===== src/rtl/subneg_bus_pkg.sv =====
// Shared constants and types for the subneg external memory bus.
package subneg_bus_pkg;

    localparam int BUS_W = 8;

    // Memory-mapped display port address (used when SUBNEG_MEM_DISPLAY_EN is defined)
    localparam logic [BUS_W-1:0] DISPLAY_ADDR = 8'd21;

    typedef enum logic [1:0] {
        ST_IDLE  = 2'd0,
        ST_ADDR  = 2'd1,
        ST_READ  = 2'd2,
        ST_WRITE = 2'd3
    } state_e;

endpackage


===== src/rtl/subneg_mem_array.sv =====
// DEPTH x AW flop array: loader write port (wins on collision), CPU write
// port, one asynchronous read port, synchronous clear on reset.
// Out-of-range addresses are ignored on every port (reads return zero).
module subneg_mem_array
    import subneg_bus_pkg::*;
#(
    parameter int DEPTH = 32,
    parameter int AW    = BUS_W
) (
    input  logic          clk,
    input  logic          reset,
    input  logic          ld_we,
    input  logic [AW-1:0] ld_addr,
    input  logic [AW-1:0] ld_data,
    input  logic          cpu_we,
    input  logic [AW-1:0] cpu_addr,
    input  logic [AW-1:0] cpu_data,
    input  logic [AW-1:0] rd_addr,
    output logic [AW-1:0] rd_data
);

    localparam int          IW      = (DEPTH > 1) ? $clog2(DEPTH) : 1;
    localparam logic [AW:0] DEPTH_W = (AW+1)'(DEPTH);

    logic [DEPTH-1:0][AW-1:0] mem_q, mem_d;
    logic ld_ok, cpu_ok, rd_ok;

    assign ld_ok  = {1'b0, ld_addr}  < DEPTH_W;
    assign cpu_ok = {1'b0, cpu_addr} < DEPTH_W;
    assign rd_ok  = {1'b0, rd_addr}  < DEPTH_W;

    // Next array contents: CPU write first, loader applied last so it wins
    always_comb begin
        mem_d = mem_q;
        if (cpu_we && cpu_ok) mem_d[cpu_addr[IW-1:0]] = cpu_data;
        if (ld_we && ld_ok)   mem_d[ld_addr[IW-1:0]]  = ld_data;
    end

    // Array storage with synchronous clear
    always_ff @(posedge clk) begin
        if (reset) mem_q <= '0;
        else       mem_q <= mem_d;
    end

    assign rd_data = rd_ok ? mem_q[rd_addr[IW-1:0]] : '0;

endmodule


===== src/rtl/subneg_mem_responder.sv =====
// Memory-side responder for the subneg multiplexed bus (LE/MOE/MWE).
// Optional feature macro: SUBNEG_MEM_DISPLAY_EN (address 21 becomes a
// display register for CPU accesses; the loader still writes memory).
module subneg_mem_responder
    import subneg_bus_pkg::*;
#(
    parameter int DEPTH = 32,
    parameter int AW    = BUS_W
) (
    input  logic          clk,
    input  logic          reset,
    input  logic [AW-1:0] bus_in,
    input  logic          le,
    input  logic          moe,
    input  logic          mwe,
    output logic [AW-1:0] bus_out,
    output logic          bus_oe,
    input  logic          load_we,
    input  logic [AW-1:0] load_addr,
    input  logic [AW-1:0] load_data,
    output logic [AW-1:0] display,
    output logic          err_conflict,
    output logic          err_range
);

    localparam logic [AW:0] DEPTH_W = (AW+1)'(DEPTH);

    state_e        state_q, state_d;
    logic [AW-1:0] addr_q, addr_d;
    logic          err_conflict_q, err_conflict_d;
    logic          err_range_q, err_range_d;
    logic          conflict, in_range, disp_hit, first_wr, cpu_we, range_hit;
    logic [AW-1:0] mem_rd;
    logic [AW-1:0] display_q;

    assign conflict = (le & moe) | (le & mwe) | (moe & mwe);
    assign in_range = {1'b0, addr_q} < DEPTH_W;
    // First sampled cycle of an mwe pulse is the only one that commits
    assign first_wr = mwe & ~conflict & (state_q != ST_WRITE);
    assign bus_oe   = moe & ~mwe & ~le & ~reset;

`ifdef SUBNEG_MEM_DISPLAY_EN
    logic [AW-1:0] display_d;

    assign disp_hit = (addr_q == DISPLAY_ADDR);

    // Display register captures CPU writes aimed at the display address
    always_comb begin
        display_d = display_q;
        if (first_wr && disp_hit) display_d = bus_in;
    end

    // Display register storage
    always_ff @(posedge clk) begin
        if (reset) display_q <= '0;
        else       display_q <= display_d;
    end
`else
    assign disp_hit  = 1'b0;
    assign display_q = '0;
`endif

    assign cpu_we    = first_wr & in_range & ~disp_hit;
    assign range_hit = (bus_oe | first_wr) & ~in_range & ~disp_hit;

    // Bus sequencing: address latch, read/write phases, post-access increment
    always_comb begin
        state_d = state_q;
        addr_d  = addr_q;
        unique case (state_q)
            ST_IDLE, ST_ADDR: begin
                if (le)       state_d = ST_ADDR;
                else if (moe) state_d = ST_READ;
                else if (mwe) state_d = ST_WRITE;
                else          state_d = ST_IDLE;
            end
            ST_READ: begin
                if (!moe) begin
                    state_d = ST_IDLE;
                    addr_d  = addr_q + 1'b1;
                end
            end
            ST_WRITE: begin
                if (!mwe) begin
                    state_d = ST_IDLE;
                    addr_d  = addr_q + 1'b1;
                end
            end
            default: state_d = ST_IDLE;
        endcase
        // A fresh address always overrides the increment
        if (le) addr_d = bus_in;
        err_conflict_d = err_conflict_q | conflict;
        err_range_d    = err_range_q | range_hit;
    end

    // Control and sticky error state
    always_ff @(posedge clk) begin
        if (reset) begin
            state_q        <= ST_IDLE;
            addr_q         <= '0;
            err_conflict_q <= 1'b0;
            err_range_q    <= 1'b0;
        end else begin
            state_q        <= state_d;
            addr_q         <= addr_d;
            err_conflict_q <= err_conflict_d;
            err_range_q    <= err_range_d;
        end
    end

    subneg_mem_array #(.DEPTH(DEPTH), .AW(AW)) u_mem (
        .clk      (clk),
        .reset    (reset),
        .ld_we    (load_we),
        .ld_addr  (load_addr),
        .ld_data  (load_data),
        .cpu_we   (cpu_we),
        .cpu_addr (addr_q),
        .cpu_data (bus_in),
        .rd_addr  (addr_q),
        .rd_data  (mem_rd)
    );

    // Read mux: zero whenever the responder is not driving
    always_comb begin
        bus_out = '0;
        if (bus_oe) bus_out = disp_hit ? display_q : mem_rd;
    end

    assign display      = display_q;
    assign err_conflict = err_conflict_q;
    assign err_range    = err_range_q;

endmodule


===== config.mk =====
export PLATFORM = sky130hd
export DESIGN_NAME = subneg_mem_responder
export DESIGN_NICKNAME = d
export VERILOG_FILES = /design/src/rtl/subneg_bus_pkg.sv /design/src/rtl/subneg_mem_array.sv /design/src/rtl/subneg_mem_responder.sv
export SDC_FILE = /design/constraint.sdc
export NUM_CORES = 1
export LEC_CHECK = 0
export CAP_MARGIN = 20
export CORE_ASPECT_RATIO = 0.75
export CORE_UTILIZATION = 55
export CTS_CLUSTER_DIAMETER = 50
export DETAILED_ROUTE_END_ITERATION = 6
export GPL_ROUTABILITY_DRIVEN = 1
export PLACE_DENSITY = 0.78
export SLEW_MARGIN = 30
export SYNTH_ARGS = -nofsm -noshare
export SYNTH_HDL_FRONTEND = slang
export SYNTH_SLANG_ARGS = --single-unit
export TNS_END_PERCENT = 50

===== constraint.sdc =====
create_clock -name clk -period 2.9 [get_ports clk]
set_input_delay 0.29 -clock clk [delete_from_list [all_inputs] [get_ports clk]]
set_output_delay 0.29 -clock clk [all_outputs]
set_load 0.005 [all_outputs]

Word level (Yosys, flattened, before mapping):

Cells that the tools add are included.

* input port bits: 30
* word-level logic and storage cells: 102
* register bits: 268
* output and inout bits: 19

* order comparisons: 6
* muxes and demuxes: 22
* bitwise gates (word level): 20
* equality and inequality tests: 8
* reductions and logical operators: 9
* add/sub/neg operators: 1

Operator list (number)
* $bwmux 256: 2
* $mux 256: 2
* $demux 8 s5: 2
* $mux 8: 8
* $bmux 8 s5: 1
* $lt 8x6->1 const B: 2
* $pmux 8 s2: 1
* $lt 5x6->1 const B: 2
* $and 1x1->1: 10
* $ge 5x1->1 const B: 2
* $mux 2: 5
* $add 8x1->8 const B: 1
* $ne 2x2->1 const B: 3
* $ne 3x3->1 const B: 2
* $pmux 2 s3: 1
* $not 1->1: 5
* $or 1x1->1: 5
* $eq 2x2->1 const B: 2
* $logic_and 1x1->1: 4
* $reduce_and 3->1: 1
* $reduce_bool 3->1: 1
* $eq 2x1->1 const B: 1
* $logic_not 2->1: 1
* $reduce_and 2->1: 1
* $reduce_or 2->1: 1

Longest topological paths before layout:

* depth after elaboration: 11
* mapped depth: 11
* gate-level depth less buffers: 6

Hierarchy:

Synthesis repeated with hierarchy kept, for this count alone.

* cells, all modules: 1505
* area total of the unflattened synthesis: 14861.8 µm²

Modules (own cells, without submodules)
* subneg_mem_array: sequential area each 5124.9 µm², cells each 1418, times used 1, area an instance 14112.3 µm²
* subneg_mem_responder: sequential area each 240.2 µm², cells each 87, times used 1, area an instance 749.5 µm²

Least setup slack after synthesis:

OpenSTA, ideal clock, no wires.

* path type: reg-to-reg
* start point: register addr_q[1]
* end point: register u_mem.mem_q[72] (netlist name)
* data required time: 2.809 ns
* cell stages (with the launch flop): 12
* data arrival time: 2.362 ns
* path slack: 0.447 ns
* setup time: 0.091 ns
* buffers on the path: 5
* period minus slack after synthesis: 2.453 ns
* cells stage by stage: dfxtp_1 -> clkbuf_1 -> buf_2 -> buf_1 -> inv_1 -> ha_1 -> buf_1 -> nor2b_1 -> clkbuf_1 -> nand2_1 -> o21ai_0 -> a311oi_1

* cells in the longest elaborated chain, start to end: 8
* elaborated cells between the ends (all ways): 12
* classes of those cells: order compare (3); mux (6); bitwise (1); reduce/logical (2)

Ends and longest elaborated chain
* from (decl): RTL line subneg_mem_responder.sv:29 `logic [AW-1:0] addr_q, addr_d;`
* from (signal assigned): RTL line subneg_mem_responder.sv:106 `addr_q <= addr_d;`
* $lt 5x6->1 (not written as such) or $ge 5x1->1 (tied branches): RTL line subneg_mem_array.sv:35 `if (cpu_we && cpu_ok) mem_d[cpu_addr[IW-1:0]] = cpu_data;`
* $logic_and 1x1->1 (not written as such): RTL line subneg_mem_array.sv:35
* $mux 8 (not written as such): RTL line subneg_mem_array.sv:35
* $demux 8 s5
* $bwmux 256: RTL line subneg_mem_array.sv:35
* $mux 256 (*): RTL line subneg_mem_array.sv:35
* $bwmux 256: RTL line subneg_mem_array.sv:36 `if (ld_we && ld_ok) mem_d[ld_addr[IW-1:0]] = ld_data;`
* $mux 256 (*): RTL line subneg_mem_array.sv:36
* to (signal assigned): RTL line subneg_mem_array.sv:42 `else mem_q <= mem_d;`
* to (decl): RTL line subneg_mem_array.sv:25 `logic [DEPTH-1:0][AW-1:0] mem_q, mem_d;`

Mark *: on every way between the ends. The rest lies on a longest branch, timed or not.
A chain may end at the register's enable or synchronous reset.

Worst setup path after layout:

* start point: register addr_q[1]
* end point: output bus_out[1]

* cells in the longest elaborated chain, start to end: 4
* elaborated cells between the ends (all ways): 5
* classes of those cells: order compare (1); mux (4)

Ends and longest elaborated chain
* $bmux 8 s5: RTL line subneg_mem_array.sv:45 `assign rd_data = rd_ok ? mem_q[rd_addr[IW-1:0]] : '0;`
* $mux 8 (not written as such): RTL line subneg_mem_array.sv:45
* $mux 8 (*): RTL line subneg_mem_array.sv:45
* $mux 8 (*): RTL line subneg_mem_responder.sv:128 `if (bus_oe) bus_out = disp_hit ? display_q : mem_rd;`
* to (decl): RTL line subneg_mem_responder.sv:16 `output logic [AW-1:0] bus_out,`

Mark *: on every way between the ends. The rest lies on a longest branch, timed or not. The select of a mux whose other input is x is not followed.

==> metrics.md <==
| Metric | Value |
|---|---|
| Status | complete, but fails checks |
| Failing checks | setup timing |
| CTS Root Cell | clkbuf_16 |
| Multi-input logic area | approximately 9700 um^2 |
| Largest net degree at the start of global routing | ~260 |
| Compound-cell area share of the yosys netlist | around a quarter |
| Yosys Warn Count | 0 |
| Post-synth EDFFs | 0 |
| Syn Area/Cell | 7.888 um^2 |
| Die area | 29460 um^2 |
| Row count | 53 |
| First-pass GRT wire length | between 100000 and 150000 um |
| CP startpoint kind | flip-flop |
| Hold WC Path Type | in -> reg |
| Post-Synth XOR/XNOR Area | 0.3321% |
| Initial antenna violation count | 3 |
| Final worst path period need | ~3 ns |
| Seq/Total Area, Yosys | between 30% and 40% |
| Final GP Congestion | ~1.0 |
| Final cell count without fillers | between 2000 and 2500 |
| Critical path arrival | 2.72 ns |
| Layout cell share with drive strength beyond 1 | 14.47% |
| Number of global-route vias before repair | between 15000 and 20000 |
| Simple-gate share of the synthesized area | between 20 and 25% |
| Fraction of registers with async set/reset | 0% |
| WL final | approximately 68000 um |
| R2R depth | 5 |
| CP required | around 2.6 ns |
| Die Y | roughly 150 um |
| DR iter-0 viols | roughly 3100 |
| Hold Fails Final Rpt | 0 |
| Io pins | between 40 and 50 |
| Synthesized flop and latch total | 268 |
| Placement Setup Slack | about 0.12 ns |
| Area growth syn-to-layout | 16.36% |
| Setup TNS | -0.2545 ns |
| Maximum VDD drop | about 0.00043 V |
| P_leak | roughly 5.5 nW |
| R2r endpoint | u_mem.mem_q[120] |
| Adder-cell share of the synthesized area | less than 1% |
| Mapped cell area | between 15000 and 20000 um^2 |
| Num CTS Buffers | 30 |
| Dpl cells | approximately 2300 |
| Register area | 5379 um^2 |
| Setup violations, final | 6 |
| Hold_ws | approximately 0.06 ns |
| Detailed Place HPWL | 43040 um |
| Vias | 18252 |
| Die X | roughly 200 um |
| CP Max Fanout | 10 |
| Critical Path End | bus_out[1] |
| Fillcell total | roughly 2400 |
| CTS clk-pin slew, worst paths | 0.07 ns |
| Worst Setup End Kind | primary output |
| Fin nets | ~2000 |
| Clk Latency, worst-skew pair | 0.59 ns |
| Worst-Margin Slew | 1.453 ns |
| Max Clk Rate | about 330 MHz |
| Max_slew headroom | under 10% |
| Initial Utilization | 56.27% |
| Pre-antenna DRT Iters | 7 |
| Port bufs | 40 |
| Fin crit share | 103.6% |
| Residual DRC | 0 |
| Worst Setup SP | addr_q[1] |
| PD cells | roughly 500 nW/um^2 |
| CTS Buffer Depth | 3 |
| Pins Over Slew Limit | 0 |
| CTS tree | done |
| Prevailing post-synth register cell | dfxtp_1 |
| Wire length per cell | around 29 um |
| GRT Total Usage | 44.73% |
| Max-Cap Viols | 0 |
| Largest family of logic cells by synthesized area | compound AO/OA/AOI/OAI gates |
| H-tree Lvls | 1 |
| Syn Inst Count | 2006 |
| Routed vias/inst | 7.767 |
| # clock sinks | roughly 270 |
| Worst Hold Path Cells | 2 |
| Setup slack, reg-to-reg | roughly 0.11 ns |
| Clock Skews | roughly 0.019 ns |
| RSZ-0062 raised after global routing | yes |
| GRT overflow | 0 |
| Final ANT Viol Nets | 0 |
| FF-to-FF Start | addr_q[5] |
| Final WS setup | -0.1053 ns |
| Core area | 28120 um^2 |
| Crit Path Category | reg -> out |
| Synth cell types | 45 |
| Mux cell area share after synthesis | 8.161% |
-- synth_stat cells (2+ instances only) --
master	instances	area (um^2)
dfxtp_1	268	5365
and2_1	12	75.07
nand4b_1	20	175.2
o22ai_1	64	400.4
buf_2	30	150.1
ha_1	4	50.05
mux2i_1	129	1291
inv_1	9	33.78
clkbuf_1	203	762.0
and3b_1	3	26.28
nor4_1	16	100.1
xor2_1	5	43.79
clkbuf_2	6	30.03
and2_0	7	43.79
a311oi_1	258	2260
o21ai_0	258	1291
a21oi_1	16	80.08
nand3_1	35	175.2
a21o_1	5	37.54
nand2_1	37	138.9
buf_1	30	112.6
nor3_1	2	10.01
nand4bb_1	14	157.7
and3_1	2	12.51
buf_4	21	157.7
nor2_1	277	1040
or4b_2	4	40.04
nor2b_1	16	100.1
nand4_1	237	1483
nor3b_1	3	22.52
-- through the flow --
stage / util (%) / cell area [um^2] / power [mW]
after detailed placement: 59.42 / 16710 / 4.873
after floorplan: - / 15850 / 4.435
final: 65.48 / 18410 / 9.185
after global routing: 65.46 / 18410 / 9.331
after global placement: 59.40 / 16700 / 4.862
after CTS: 64.71 / 18190 / 9.054
-- cell type report --
cell class	count	share of cell area (%)
multi-input cells	1446	52.82
flip-flops and latches	268	29.22
repair buffers	184	9.154
clock buffers	46	5.172
well taps	385	2.616
clock inverters	10	0.8087
inverters	9	0.1835
diodes	2	0.02718
-- sequential cells by signal (all words and copies together) (netlist names) --
register,count
addr_q,8
err_conflict,1
err_range,1
state_q,2
u_mem.mem_q,256
-- repair_timing --
| action | CTS | global route |
|---|---|---|
| buffers inserted | 7 | 0 |
| resized for setup | 76 | 39 |
| hold endpoints to repair | 0 | 0 |
| pin swaps | 10 | 9 |
| hold buffers | 0 | 0 |
| setup endpoints to repair | 8 | 8 |
| gates cloned | 1 | 1 |
-- critical path: stages (launching register included) --
cell	delay, ns
dfxtp_4	0.42
buf_12	0.18
buf_6	0.17
mux2i_4	0.31
o22ai_1	0.15
nor4_2	0.42
a21oi_1	0.16
dlygate4sd2_1	0.30
-- report_power, final --
group,switching [mW],internal (mW)
combinational,0.860,0.338
sequential,0.0363,3.71
clock,1.71,2.54
total,2.60,6.58
-- worst min-delay path by stage --
| stage | startpoint | endpoint | slack, ns |
|---|---|---|---|
| floorplan | err_range | err_range | 0.44 |
| global placement | err_conflict | err_conflict | 0.45 |
| detailed placement | err_conflict | err_conflict | 0.46 |
| CTS | reset | addr_q[1] | 0.07 |
| global route | reset | err_conflict | 0.08 |
| finish | reset | err_range | 0.06 |
-- placed cells by master, fill, tap and decap left out, types with 26 or more instances in the layout --
cell               n
clkbuf_16         32
mux2i_1           86
o22ai_1           56
nand3_1           35
dfxtp_1          263
nor2_1           276
a311oi_1         258
nand4_1          237
o21ai_0          258
mux2i_2           26
clkdlybuf4s50_1   31
nand2_1           37
buf_4            125
-- cells by family after synthesis --
| kind of cell | after synthesis |
|---|---|
| xor gates and xnor gates | 6 |
| and+or+nand+nor | 692 |
| muxes | 129 |
| AOI/OAI and AO/OA | 606 |
| adders and majority gates | 5 |
| DFF | 268 |
| buffers and inverters | 299 |
| other | 1 |
-- metal layers --
metal  GRT usage [%]  share of wire [%]
met1           60.42                 38
met2           63.40                 41
met3           15.78                 16
met4           20.39                5.4
met5           1.852              0.013
Note: power is estimated with default switching activity, not from simulation.
